--- config.mk ---
export PLATFORM = sky130hd
export DESIGN_NAME = truth_table_sweep
export DESIGN_NICKNAME = d
export VERILOG_FILES = /design/src/rtl/truth_table_sweep.sv
export SDC_FILE = /design/constraint.sdc
export NUM_CORES = 1
export LEC_CHECK = 0
export CORE_MARGIN = 2
export CORE_UTILIZATION = 52
export DETAILED_ROUTE_END_ITERATION = 8
export PLACE_DENSITY = 0.83
export SLEW_MARGIN = 30
export SYNTH_ARGS = -nofsm -noshare
export SYNTH_HDL_FRONTEND = slang
export SYNTH_SLANG_ARGS = --single-unit
--- constraint.sdc ---
create_clock -name i_clk -period 6.3 [get_ports i_clk]
set_clock_uncertainty 0.15 [all_clocks]
set_input_delay 1.26 -clock i_clk [delete_from_list [all_inputs] [get_ports i_clk]]
set_output_delay 1.26 -clock i_clk [all_outputs]
set_load 0.01 [all_outputs]
--- src/rtl/truth_table_sweep.sv ---
// Exhaustive stimulus/response sweep around a small combinational block.
// Drives vectors 0..N-1, samples one response bit per vector, grades vs expected.
module truth_table_sweep #(
  parameter int WIDTH  = 3,
  parameter int SETTLE = 2
) (
  input  logic                 i_clk,
  input  logic                 i_rst,
  input  logic                 i_start,
  input  logic [2**WIDTH-1:0]  i_expected,
  input  logic                 i_resp,
  output logic [WIDTH-1:0]     o_stim,
  output logic                 o_busy,
  output logic                 o_done,
  output logic [2**WIDTH-1:0]  o_table,
  output logic                 o_pass,
  output logic [WIDTH:0]       o_err_count,
  output logic [WIDTH-1:0]     o_first_fail
);

  localparam int N  = 2**WIDTH;
  localparam int CW = (SETTLE > 1) ? $clog2(SETTLE) : 1;
  localparam logic [CW-1:0]    CNT_LAST = CW'(SETTLE-1);
  localparam logic [WIDTH-1:0] VEC_LAST = WIDTH'(N-1);

  typedef enum logic {
    S_IDLE,
    S_SWEEP
  } state_t;

  state_t             r_state;
  state_t             w_state_nxt;
  logic [CW-1:0]      r_cnt;
  logic [WIDTH-1:0]   r_stim;
  logic [N-1:0]       r_exp_q;
  logic [N-1:0]       r_table;
  logic [WIDTH:0]     r_err;
  logic [WIDTH-1:0]   r_ff;
  logic               r_pass;
  logic               r_done;

  logic               w_accept;
  logic               w_sample;
  logic               w_last;
  logic               w_miss;
  logic [WIDTH:0]     w_err_nxt;

  assign w_accept  = (r_state == S_IDLE) && i_start;
  assign w_sample  = (r_state == S_SWEEP) && (r_cnt == CNT_LAST);
  assign w_last    = (r_stim == VEC_LAST);
  assign w_miss    = (i_resp != r_exp_q[r_stim]);
  assign w_err_nxt = r_err + (WIDTH+1)'(w_miss);

  always_ff @(posedge i_clk) begin
    if (i_rst) r_state <= S_IDLE;
    else       r_state <= w_state_nxt;
  end

  always_comb begin
    w_state_nxt = r_state;
    unique case (r_state)
      S_IDLE:  if (i_start) w_state_nxt = S_SWEEP;
      S_SWEEP: if (w_sample && w_last) w_state_nxt = S_IDLE;
      default: w_state_nxt = S_IDLE;
    endcase
  end

  always_comb begin
    o_busy = (r_state == S_SWEEP);
  end

  always_ff @(posedge i_clk) begin
    if (i_rst) begin
      r_cnt   <= '0;
      r_stim  <= '0;
      r_exp_q <= '0;
      r_table <= '0;
      r_err   <= '0;
      r_ff    <= '0;
      r_pass  <= 1'b0;
      r_done  <= 1'b0;
    end else begin
      r_done <= 1'b0;
      if (w_accept) begin
        r_exp_q <= i_expected;
        r_table <= '0;
        r_err   <= '0;
        r_ff    <= '0;
        r_pass  <= 1'b0;
        r_stim  <= '0;
        r_cnt   <= '0;
      end else if (r_state == S_SWEEP) begin
        if (!w_sample) begin
          r_cnt <= r_cnt + CW'(1);
        end else begin
          r_table[r_stim] <= i_resp;
          r_cnt           <= '0;
          r_err           <= w_err_nxt;
          // only the first mismatch of the sweep records its index
          if (w_miss && (r_err == '0)) r_ff <= r_stim;
          if (!w_last) begin
            r_stim <= r_stim + WIDTH'(1);
          end else begin
            r_stim <= '0;
            r_done <= 1'b1;
            r_pass <= (w_err_nxt == '0);
          end
        end
      end
    end
  end

  assign o_stim       = r_stim;
  assign o_done       = r_done;
  assign o_table      = r_table;
  assign o_pass       = r_pass;
  assign o_err_count  = r_err;
  assign o_first_fail = r_ff;

endmodule

==> results.ini, run 1 <==
[final_layout]
syn2layout_area_growth_pct=25.8
fin_nets=208
diodes=0
layout-drive-gt1-share_pct=4.71
stdcell_count=221
fin_area_um2=1700

[global_route]
antenna_found_initial=0
overflow=0
grt_max_degree=19
grt_pass1_wl_mm=4.89
grt_usage_pct=23.1
grt_pass1_vias=1097

[synthesis]
syn_area_per_cell_um2=8.26
yosys_warnings=0
synth_area_um2=1360
synth_fp_nets=180
netlist_instances=164
ys_seq_area_share_pct=44.3
ys_types=30
yosys_register_bits=30

[power]
combinationalPowerShare_pct=8.4
internal_power_mw=0.257
clkPwrFrac_pct=33.0
p_total_mw=0.337
ir_drop_uv=171
power.share.switching_pct=23.6
p_sw_mw=0.0794
seq_power_share_pct=58.5
cellLeakagePower_nw=0.600
pwr_density_cell_nw_per_um2=198

[die]
num_rows=18
initial_core_util_pct=54.7
ios=33
core_area_um2=2480
die-height_um=55.0
dieArea_um2=3030
die_w_um=55.0

[timing]
fin_setup_tns_ns=0
slew_violations=0
fmax_mhz=325
rsz0062_at_grt=no
period_share_pct=48.9
slew_headroom_pct=53.8
setup_viol=0
fin_crit_ns=3.08
worst_pin_slew_ns=0.693
finalHoldViolCount=0

[clocking]
cts_buffers=5
cts_max_path_buffers=2
path_clk_slew_ns=0.09
htree_levels=2
cts_setup_buffers=0
cts-root-buf=clkbuf_4
clock_latency_ns=0.32
cts_hold_buf=0
cts_tree=yes
clock-sinks=30
cts_resized=0

[setup_path]
cp_data_arrival_time_ns=3.12
start_kind=input port
path_common_cell=ha_1
cp_data_required_time_ns=6.34
crit_path_end_kind=flop
cp_max_fo=9
crit_family=buffers and inverters
crit_chain=clkdlybuf4s50_1 > xnor2_1 > ha_1 > ha_1 > and2_1 > a21oi_1 > o22ai_1 > a22oi_1 > nor2_1
worstSetupPathType=input port to flop
worst-path-buf-inv=1
critPathSlowestCell=clkdlybuf4s50_1
max_stage_delay_ns=0.67

[drt]
via_per_inst=5.48
wl_per_cell_um=13.1
first_pass_iters=4
vias=1212
postRouteAntennaNets=0
wl_mm=2.91
drt-initial-drc-count=37
drc=0

[placed_design]
postPlaceCellArea_um2=1650
place_inst=215
portBuffers=32
gp_congestion=0.782
dp_hpwl_mm=2.14

[min_path]
min_path_type=flop to flop

[flow_run]
cap_viol_max_count=0

[run_status]
outcome=complete, no violations

-- stage by stage --
| stage | util (%) | worst slack [ns] | hold WS [ns] |
|---|---|---|---|
| 5_1_grt | 68.8 | 3.10 | 0.340 |
| 3_3_place_gp | 66.7 | 3.02 | 0.293 |
| 3_5_place_dp | 66.7 | 2.89 | 0.297 |
| 2_1_floorplan | - | 3.47 | 0.286 |
| 6_report | 68.8 | 3.22 | 0.312 |
| 4_1_cts | 68.8 | 3.24 | 0.309 |
-- metal layers --
metal,vias up,part of all wire [%],GRT usage [%]
met5,-,0,0
met3,7,5.7,5.91
met1,558,45,30.2
met4,0,1.9,12.2
met2,41,48,34.9
li1,606,-,-
-- layout by cell type (no fill, tap or decap), types with 3 or more instances in the layout --
| cell | n |
|---|---|
| nor3_1 | 8 |
| mux2i_1 | 11 |
| ha_1 | 4 |
| clkdlybuf4s50_1 | 32 |
| a21oi_1 | 16 |
| nand2_1 | 39 |
| nor2_1 | 16 |
| nand2b_1 | 3 |
| clkbuf_4 | 5 |
| dfxtp_1 | 30 |
-- cell type report --
cell class,count,area (um2)
fillers,221,773
multi-input cells,121,687
flip-flops and latches,30,601
repair buffers,32,320
clock buffers,6,51.3
well taps,30,37.5
inverters,2,7.51
-- registers in the layout, summed over array words and instances (netlist names) --
name          cells
o_busy            1
o_stim            3
o_pass            1
o_first_fail      3
o_table           8
o_err_count       4
o_done            1
r_exp_q           8
r_cnt             1
-- cell usage after synthesis --
cell | instances | share of area (%)
and2_1 | 2 | 0.92
nand2b_1 | 3 | 1.4
ha_1 | 4 | 3.7
nand2b_2 | 1 | 0.65
xor2_1 | 2 | 1.3
buf_2 | 3 | 1.1
buf_4 | 2 | 1.1
nor4_1 | 1 | 0.46
nand2_1 | 39 | 11
or4_1 | 1 | 0.55
mux2i_2 | 1 | 1.0
a211oi_1 | 1 | 0.55
clkbuf_1 | 5 | 1.4
inv_1 | 2 | 0.55
a21oi_1 | 16 | 5.9
buf_6 | 1 | 0.83
or3_1 | 2 | 0.92
xnor2_1 | 2 | 1.3
a22oi_1 | 1 | 0.55
mux2i_1 | 11 | 8.1
nor2_1 | 16 | 4.4
nor3_2 | 1 | 0.74
dfxtp_1 | 30 | 44
o31ai_1 | 1 | 0.55
o32ai_1 | 2 | 1.3
nor3_1 | 8 | 3.0
nor2b_1 | 1 | 0.46
o21ai_0 | 2 | 0.74
o22ai_1 | 1 | 0.46
nand4_1 | 2 | 0.92
-- cells by family after synthesis --
group | Yosys count | share of synthesized area, %
adder cells (fa/ha/maj) | 4 | 3.69
AND/OR/NAND/NOR | 77 | 25.2
buffers and inverters | 13 | 4.99
multiplexers | 12 | 9.14
XOR/XNOR | 4 | 2.59
AO/OA/AOI/OAI | 24 | 10.1
flip-flops | 30 | 44.3
-- final timing paths --
| kind | startpoint | slack [ns] | end | cells after the start |
|---|---|---|---|---|
| setup reg to reg | o_stim[0] | 3.51 | o_pass | 11 |
| hold / removal | r_exp_q[3] | 0.31 | r_exp_q[3] | 2 |
| setup / recovery | i_resp | 3.22 | o_pass | 9 |
| hold reg to reg | r_exp_q[3] | 0.31 | r_exp_q[3] | 2 |
-- worst reg2reg max path, cell delays in order (launching register included) --
cell     delay (ns)
dfxtp_1        0.67
mux2i_1        0.26
o32ai_1        0.10
nor3_2         0.30
xnor2_1        0.11
ha_1           0.22
ha_1           0.21
and2_1         0.18
a21oi_1        0.15
o22ai_1        0.09
a22oi_1        0.16
nor2_1         0.05
-- power by group through the flow --
| stage | Combinational (mW) | Sequential [mW] | Clock, mW |
|---|---|---|---|
| floorplan | 0.0178 | 0.201 | 0 |
| global placement | 0.0274 | 0.201 | 0 |
| detailed placement | 0.0283 | 0.201 | 0 |
| CTS | 0.0285 | 0.197 | 0.112 |
| global route | 0.0318 | 0.198 | 0.121 |
| finish | 0.0283 | 0.197 | 0.111 |
Power figures use the tool's default switching activity.
==> inputs of run 2 (changes only) <==
- CORE_UTILIZATION: 52 -> 43
- PLACE_DENSITY: 0.83 -> 0.74
- clock period: 6.3 -> 2.6 ns (I/O delays scaled with it)
==> run 2 against run 1 <==
Effect of this change:
- combinational power rose to 2.7 times the previous value
- non-clock buffer count rose by 6
- design area rose by 6.8%
- via count rose by 2.6%
- core utilization fell by 8.7 points
- first-iteration DRC count fell by 24%
- largest power group unchanged
- critical endpoint unchanged
- global-route usage fell by 3.2 points
- register-to-register slack got worse by 3.3 ns
- sequential power rose by 140%
==> results.ini, run 2 (synthesized netlist as in run 1, its figures left out) <==
[run_status]
outcome=complete, no violations

[timing]
worst_pin_slew_ns=0.564
setup_viol=0
finalWorstSetupSlack_ns=0.203
period_share_pct=92.2
slew_violations=0
fin_setup_tns_ns=0
slew_headroom_pct=62.3
finalHoldViolCount=0
fmax_mhz=417
fin_crit_ns=2.40

[die]
num_rows=20
die_w_um=60.1
initial_core_util_pct=44.8
ios=33
core_area_um2=3030
dieArea_um2=3620
die-height_um=60.1

[placed_design]
portBuffers=32
postPlaceCellArea_um2=1710
gp_congestion=0.865
dp_slack_ns=0.109
dp_hpwl_mm=2.24

[drt]
postRouteAntennaNets=0
wl_mm=3.12
vias=1243
first_pass_iters=4
drc=0
wl_per_cell_um=12.8
via_per_inst=5.12
drt-initial-drc-count=28

[final_layout]
multi_input_area_um2=709
regArea_um2=604
fin_nets=214
n_fill_cell=259
diodes=0
syn2layout_area_growth_pct=34.3
most-common-layout-cells=nand2_1, clkdlybuf4s50_1, dfxtp_1
fin_area_um2=1820
final_common_cell=nand2_1
layout-drive-gt1-share_pct=10.6

[setup_path]
startpoint=o_stim[1]
cp_data_required_time_ns=2.67
cp_data_arrival_time_ns=2.46
timing.rr.start=o_stim[1]
path_depth=11
r2r-end=o_pass
worst-path-buf-inv=0
rrSetupSlack_ns=0.20
start_kind=flop
crit_family=compound AO/OA/AOI/OAI gates
path_common_cell=ha_1
critPathSlowestCell=dfxtp_2
crit_chain=mux2i_1 > o32ai_2 > nor3_2 > xnor2_1 > ha_1 > ha_1 > and2_1 > a21oi_1 > o22ai_1 > a22oi_1 > nor2_1
cp_max_fo=7
crit_path_end_kind=flop
max_stage_delay_ns=0.41
critPathCapture=o_pass
worstSetupPathType=flop to flop
reg2reg_depth=11

[clocking]
clock-sinks=30
cts_buffers=5
cts_tree=yes
cts-root-buf=clkbuf_4
cts_max_path_buffers=2
clock_latency_ns=0.34
path_clk_slew_ns=0.10
cts_hold_buf=0
htree_levels=2

[power]
p_sw_mw=0.205
pwr_density_cell_nw_per_um2=503
cellLeakagePower_nw=0.647
power.share.switching_pct=22.4
ir_drop_uv=358
internal_power_mw=0.710
p_total_mw=0.916
clkPwrFrac_pct=39.6
seq_power_share_pct=52.0
combinationalPowerShare_pct=8.3

[global_route]
grt_busiest_layer=met2
grt_pass1_vias=1161
use_met2_pct=30.6
gr-usage-met3_pct=7.58
grt_max_degree=19
antenna_found_initial=0
overflow=0
grt_pass1_wl_mm=5.22
grt_usage_pct=19.9
use_met1_pct=25.5

[flow_run]
cap_viol_max_count=0

[min_path]
min_path_type=flop to flop

run 2: cell types whose count changed in the layout (fill, tap and decap cells not counted), moves of 2 or more:
cell / delta
buf_4: +5
clkbuf_1: +2
dfxtp_1: -3
dfxtp_2: +3
o32ai_1: -2
o32ai_2: +2
run 2: power by group through the flow:
stage          combinational (mW)  sequential, mW  clock [mW]
2_1_floorplan              0.0431           0.486           0
3_3_place_gp               0.0720           0.487           0
3_5_place_dp               0.0739           0.487           0
4_1_cts                    0.0741           0.476       0.372
5_1_grt                    0.0846           0.478       0.398
6_report                   0.0764           0.477       0.363
run 2: metal layers:
metal  vias to the layer above  part of all wire (%)  wire (um)
met1                       586                    47       1470
met4                         0                   1.3         42
met3                         4                   4.7        147
li1                        621                     -          -
met5                         -                     0          0
met2                        32                    47       1460
run 2: worst min-delay path by stage:
stage	from	end	cells past startpoint
2_1_floorplan	r_exp_q[0]	r_exp_q[0]	2
3_3_place_gp	r_exp_q[5]	r_exp_q[5]	2
3_5_place_dp	r_exp_q[3]	r_exp_q[3]	2
4_1_cts	r_exp_q[3]	r_exp_q[3]	2
5_1_grt	r_exp_q[3]	r_exp_q[3]	2
6_report	o_first_fail[2]	o_first_fail[2]	2
run 2: final cells by class:
type | count | share of cell area [%]
Multi-Input combinational cell | 121 | 39.0
Inverter | 2 | 0.412
Timing Repair Buffer | 38 | 20.3
Tap cell | 44 | 3.02
Clock buffer | 7 | 2.47
Sequential cell | 30 | 33.2
Clock inverter | 1 | 1.65
run 2: repair_timing:
item	CTS	global route
setup endpoints to repair	0	1
buffers inserted	0	1
gates resized for setup	0	7
run 2: through the flow:
stage / utilization, % / cells / hold WS (ns)
final: 60.1 / 243 / 0.312
after global routing: 60.1 / 243 / 0.339
after CTS: 58.9 / 242 / 0.314
after detailed placement: 56.4 / 234 / 0.300
after global placement: 56.4 / 234 / 0.293
after floorplan: - / 164 / 0.286
run 2: worst min-delay path, delay by kind of cell, from the launching register on:
family,cells,cell delay (ns)
flip-flops,1,0.32
multiplexers,1,0.05
AND/OR/NAND/NOR,1,0.05
==> inputs of run 3 (changes only) <==
- PLACE_DENSITY: 0.74 -> 0.77
==> run 3 against run 2 <==
Effect of this change:
- sequential cell count unchanged
- highest routed layer unchanged
- die area unchanged
- critical endpoint unchanged
- fmax increased by 1.7%
- sequential share of layout area about the same
- combinational power increased by 7.5%
- largest cell class unchanged
==> results.ini, run 3 (synthesized netlist as in run 1, its figures left out) <==
[timing]
worst_pin_slew_ns=0.407
fin_crit_ns=2.36
rsz0062_at_grt=no
period_share_pct=90.6
fmax_mhz=424
setup_viol=0
slew_violations=0
finalWorstSetupSlack_ns=0.244
fin_setup_tns_ns=0
finalHoldViolCount=0
slew_headroom_pct=72.8

[drt]
via_per_inst=5.19
vias=1266
drt-initial-drc-count=31
drc=0
wl_mm=3.14
wl_per_cell_um=12.9
first_pass_iters=5
postRouteAntennaNets=0

[die]
num_rows=20
initial_core_util_pct=44.8
core_area_um2=3030
ios=33
die-height_um=60.1
die_w_um=60.1
dieArea_um2=3620

[global_route]
grt_usage_pct=19.1
antenna_found_initial=0
grt_max_degree=13
gr-usage-met3_pct=5.84
grt_busiest_layer=met2
use_met1_pct=22.5
grt_pass1_vias=1203
overflow=0
use_met2_pct=32.6
grt_pass1_wl_mm=5.15

[placed_design]
dp_slack_ns=0.0290
portBuffers=32
gp_congestion=0.803
dp_hpwl_mm=2.29
postPlaceCellArea_um2=1730

[clocking]
htree_levels=2
cts_tree=yes
path_clk_slew_ns=0.08
clock-sinks=30
cts_max_path_buffers=2
cts_buffers=5
cts-root-buf=clkbuf_4
clock_latency_ns=0.33
cts_hold_buf=0

[final_layout]
fin_area_um2=1830
syn2layout_area_growth_pct=34.7
most-common-layout-cells=nand2_1, clkdlybuf4s50_1, dfxtp_1
layout-drive-gt1-share_pct=13.0
fin_nets=217
diodes=0
n_fill_cell=272
final_common_cell=nand2_1

[min_path]
min_path_type=flop to flop

[flow_run]
cap_viol_max_count=0

[setup_path]
worstSetupPathType=flop to flop
cp_data_arrival_time_ns=2.42
crit_chain=mux2i_2 > o32ai_2 > nor3_2 > xnor2_1 > ha_2 > ha_1 > and2_1 > a21oi_1 > o22ai_1 > a22oi_1 > nor2_1
crit_path_end_kind=flop
cp_data_required_time_ns=2.67
start_kind=flop
cp_max_fo=10
max_stage_delay_ns=0.42
critPathSlowestCell=dfxtp_4

[power]
pwr_density_cell_nw_per_um2=455
ir_drop_uv=275
cellLeakagePower_nw=0.656

[run_status]
outcome=complete, no violations

[run 3: changes by cell type in the layout (fill, tap and decap cells not counted), sizes merged]
cell,before,now
bufinv,1,0
buf,6,9
clkbuf,7,6
[run 3: worst paths after layout]
path | from | to | slack, ns | depth (start not counted)
setup / recovery | o_stim[1] | o_pass | 0.24 | 11
hold / removal | r_exp_q[4] | r_exp_q[4] | 0.31 | 2
setup reg to reg | o_stim[1] | o_pass | 0.24 | 11
hold reg to reg | r_exp_q[4] | r_exp_q[4] | 0.31 | 2
[run 3: critical path, delay by kind of cell (launching register included)]
kind	cells	cell delay [ns]
simple gates	3	0.42
compound gates	4	0.48
fa+ha+maj	2	0.41
flops	1	0.42
xor+xnor	1	0.11
mux	1	0.24
[run 3: area by class of cell]
| cell class | count | area, um2 | area share, % |
|---|---|---|---|
| Multi-Input combinational cell | 121 | 713 | 39.1 |
| Sequential cell | 30 | 607 | 33.2 |
| Timing Repair Buffer | 41 | 392 | 21.5 |
| Tap cell | 44 | 55.1 | 3.02 |
| Clock buffer | 6 | 51.3 | 2.81 |
| Inverter | 2 | 7.51 | 0.411 |
[run 3: stage by stage]
| step | std cells | hold slack [ns] | total power [mW] | util [%] |
|---|---|---|---|---|
| after floorplan | 164 | 0.286 | 0.530 | - |
| after global placement | 237 | 0.295 | 0.561 | 57.1 |
| after detailed placement | 237 | 0.300 | 0.565 | 57.1 |
| after CTS | 243 | 0.312 | 0.826 | 58.9 |
| after global routing | 244 | 0.341 | 0.861 | 60.3 |
| final | 244 | 0.309 | 0.830 | 60.3 |
[run 3: what timing repair did]
action                                  CTS  global route
endpoints found under the setup margin    1             1
gates resized for setup                   1             9
hold endpoints to repair                  0             0
pin swaps                                 0             1
setup buffers                             0             1
cloned                                    0             0
[run 3: layer usage]
| layer | share of wire, % | wire [um] |
|---|---|---|
| met5 | 0 | 0 |
| met4 | 1.2 | 39 |
| met3 | 5.3 | 166 |
| met2 | 51 | 1600 |
| met1 | 42 | 1330 |
[run 3: report_power, final]
part           switching (mW)  internal [mW]  total [mW]
registers             0.00738          0.468       0.476
clock network           0.151          0.122       0.272
logic                  0.0414         0.0407      0.0821
==> edit: new RTL, settings of run 3 <==
Register the output `o_stim` once more, with the module's reset; this adds one clock of latency there. The other outputs are not delayed to match.
--- a/src/rtl/truth_table_sweep.sv
+++ b/src/rtl/truth_table_sweep.sv
@@ -111,5 +111,11 @@
   end
 
-  assign o_stim       = r_stim;
+  always_ff @(posedge i_clk) begin
+    if (i_rst) begin
+      o_stim <= '0;
+    end else begin
+      o_stim <= r_stim;
+    end
+  end
   assign o_done       = r_done;
   assign o_table      = r_table;
Check against the original RTL: not equivalent (Yosys sat finds a counterexample within 4 cycles, from zero or initial values and one cycle with i_rst high).
==> edit against run 3 <==
  * Power is 6.7% higher
  * Die area is 5.5% higher
  * Synthesized cell count is 3.7% higher
  * Worst setup slack worse by 0.17 ns
  * Final area is 6.0% higher
  * Sequential cell count is 3 higher
  * Clock power is 3% higher
  * Synthesized area is 5.9% higher
  * Largest power group unchanged
  * Routed wire length is 3.2% lower
  * Largest cell class unchanged
  * Global-route usage is 1.3 points lower
==> edit: results (changes against run 3) <==
Crit path from: r_stim[2]$_SDFFE_PP0P_
Leak Pwr: 0.691 nW (+5.4%)
Worst path slowest cell: dfxtp_2
ClkCell Share: 2.85% (+0.036 points)
M2 GR Usage: 29.0% (-3.6 points)
Largest net degree at the start of global routing: 18 (+5)
Routed length on met1: 1.33 mm (+0.30%)
Placed Cells: 244 (+3.0%)
First-pass GRT wire length: 4.95 mm (-3.9%)
Number of fill cells: 303 (+11%)
Share of layout cells above drive strength 1: 11.9% (-1.1 points)
Reg-to-reg slack, setup: 0.08 ns (-0.17 ns)
Synth cell count leaders: nand2_1, dfxtp_1, nor2_1
# resized after CTS: 0 (-1)
Non-CTS buffers: 43 (+4.9%)
Setup Buffers After CTS: 1 (+1)
Clock power frac: 31.6% (-1.2 points)
Period Utilization, post-route: 97.0% (+6.4 points)
Final hold slack: 0.319 ns (+0.00998 ns)
Vias in the first global route: 1148 (-4.6%)
Final nets: 226 (+4.1%)
First-pass detailed-route iteration total: 4 (-1)
Met2 WL post-DR: 1.44 mm (-10%)
Cells after synthesis: 170 (+3.7%)
Status: finished clean
Dpl ws: -0.0610 ns (-0.0900 ns)
Synth Net Count: 186 (+3.3%)
Area of the multi-input gates: 752 sq um (+5.4%)
CP max FO: 3 (-7)
DRT iter0 DRCs: 48 (+55%)
GRT Total Usage: 17.8% (-1.3 points)
Seq area share: 34.2% (+0.98 points)
HP Start: o_first_fail[1]$_SDFFE_PP0P_
Sinks on Clock Net: 33 (+10%)
Post-DP HPWL: 2.21 mm (-3.2%)
Core Box Area: 0.00310 sq mm (+2.5%)
Post-route insts no fill: 254 (+4.1%)
Clock buffer count: 7 (+1)
Worst stage delay on the critical path: 0.36 ns (-0.06 ns)
Peak supply drop: 295 uV (+7.2%)
M1 GR Usage: 21.6% (-0.93 points)
Synth top area cells: dfxtp_1, nand2_1, mux2i_1
## edit: changes by cell type after synthesis, sizes merged, moves of 2 or more
cell / delta
o21ai: -2
buf: -3
nor3: -3
dfxtp: +3
mux2i: +2
nor2b: +3
or3: -2
clkbuf: +2
nor2: +5
o32ai: -2
a21oi: -2
nand3: +2
## edit: worst register-to-register path, cell delays in order, from the launching register on
cell     delay (ns)
dfxtp_2        0.36
mux2_4         0.30
a22o_1         0.18
a211o_1        0.31
xnor2_1        0.14
ha_2           0.22
ha_4           0.17
and2_4         0.16
a21oi_2        0.13
o22ai_1        0.08
a22oi_1        0.17
nor2_1         0.05
## edit: logic make-up after synthesis
logic type	Yosys count	synth area share [%]
buffers and inverters	11	3.31
multiplexers	15	11.4
flip-flops	33	46.0
AO/OA/AOI/OAI	20	8.02
XOR/XNOR	4	2.44
AND/OR/NAND/NOR	83	25.3
adder cells (fa/ha/maj)	4	3.49
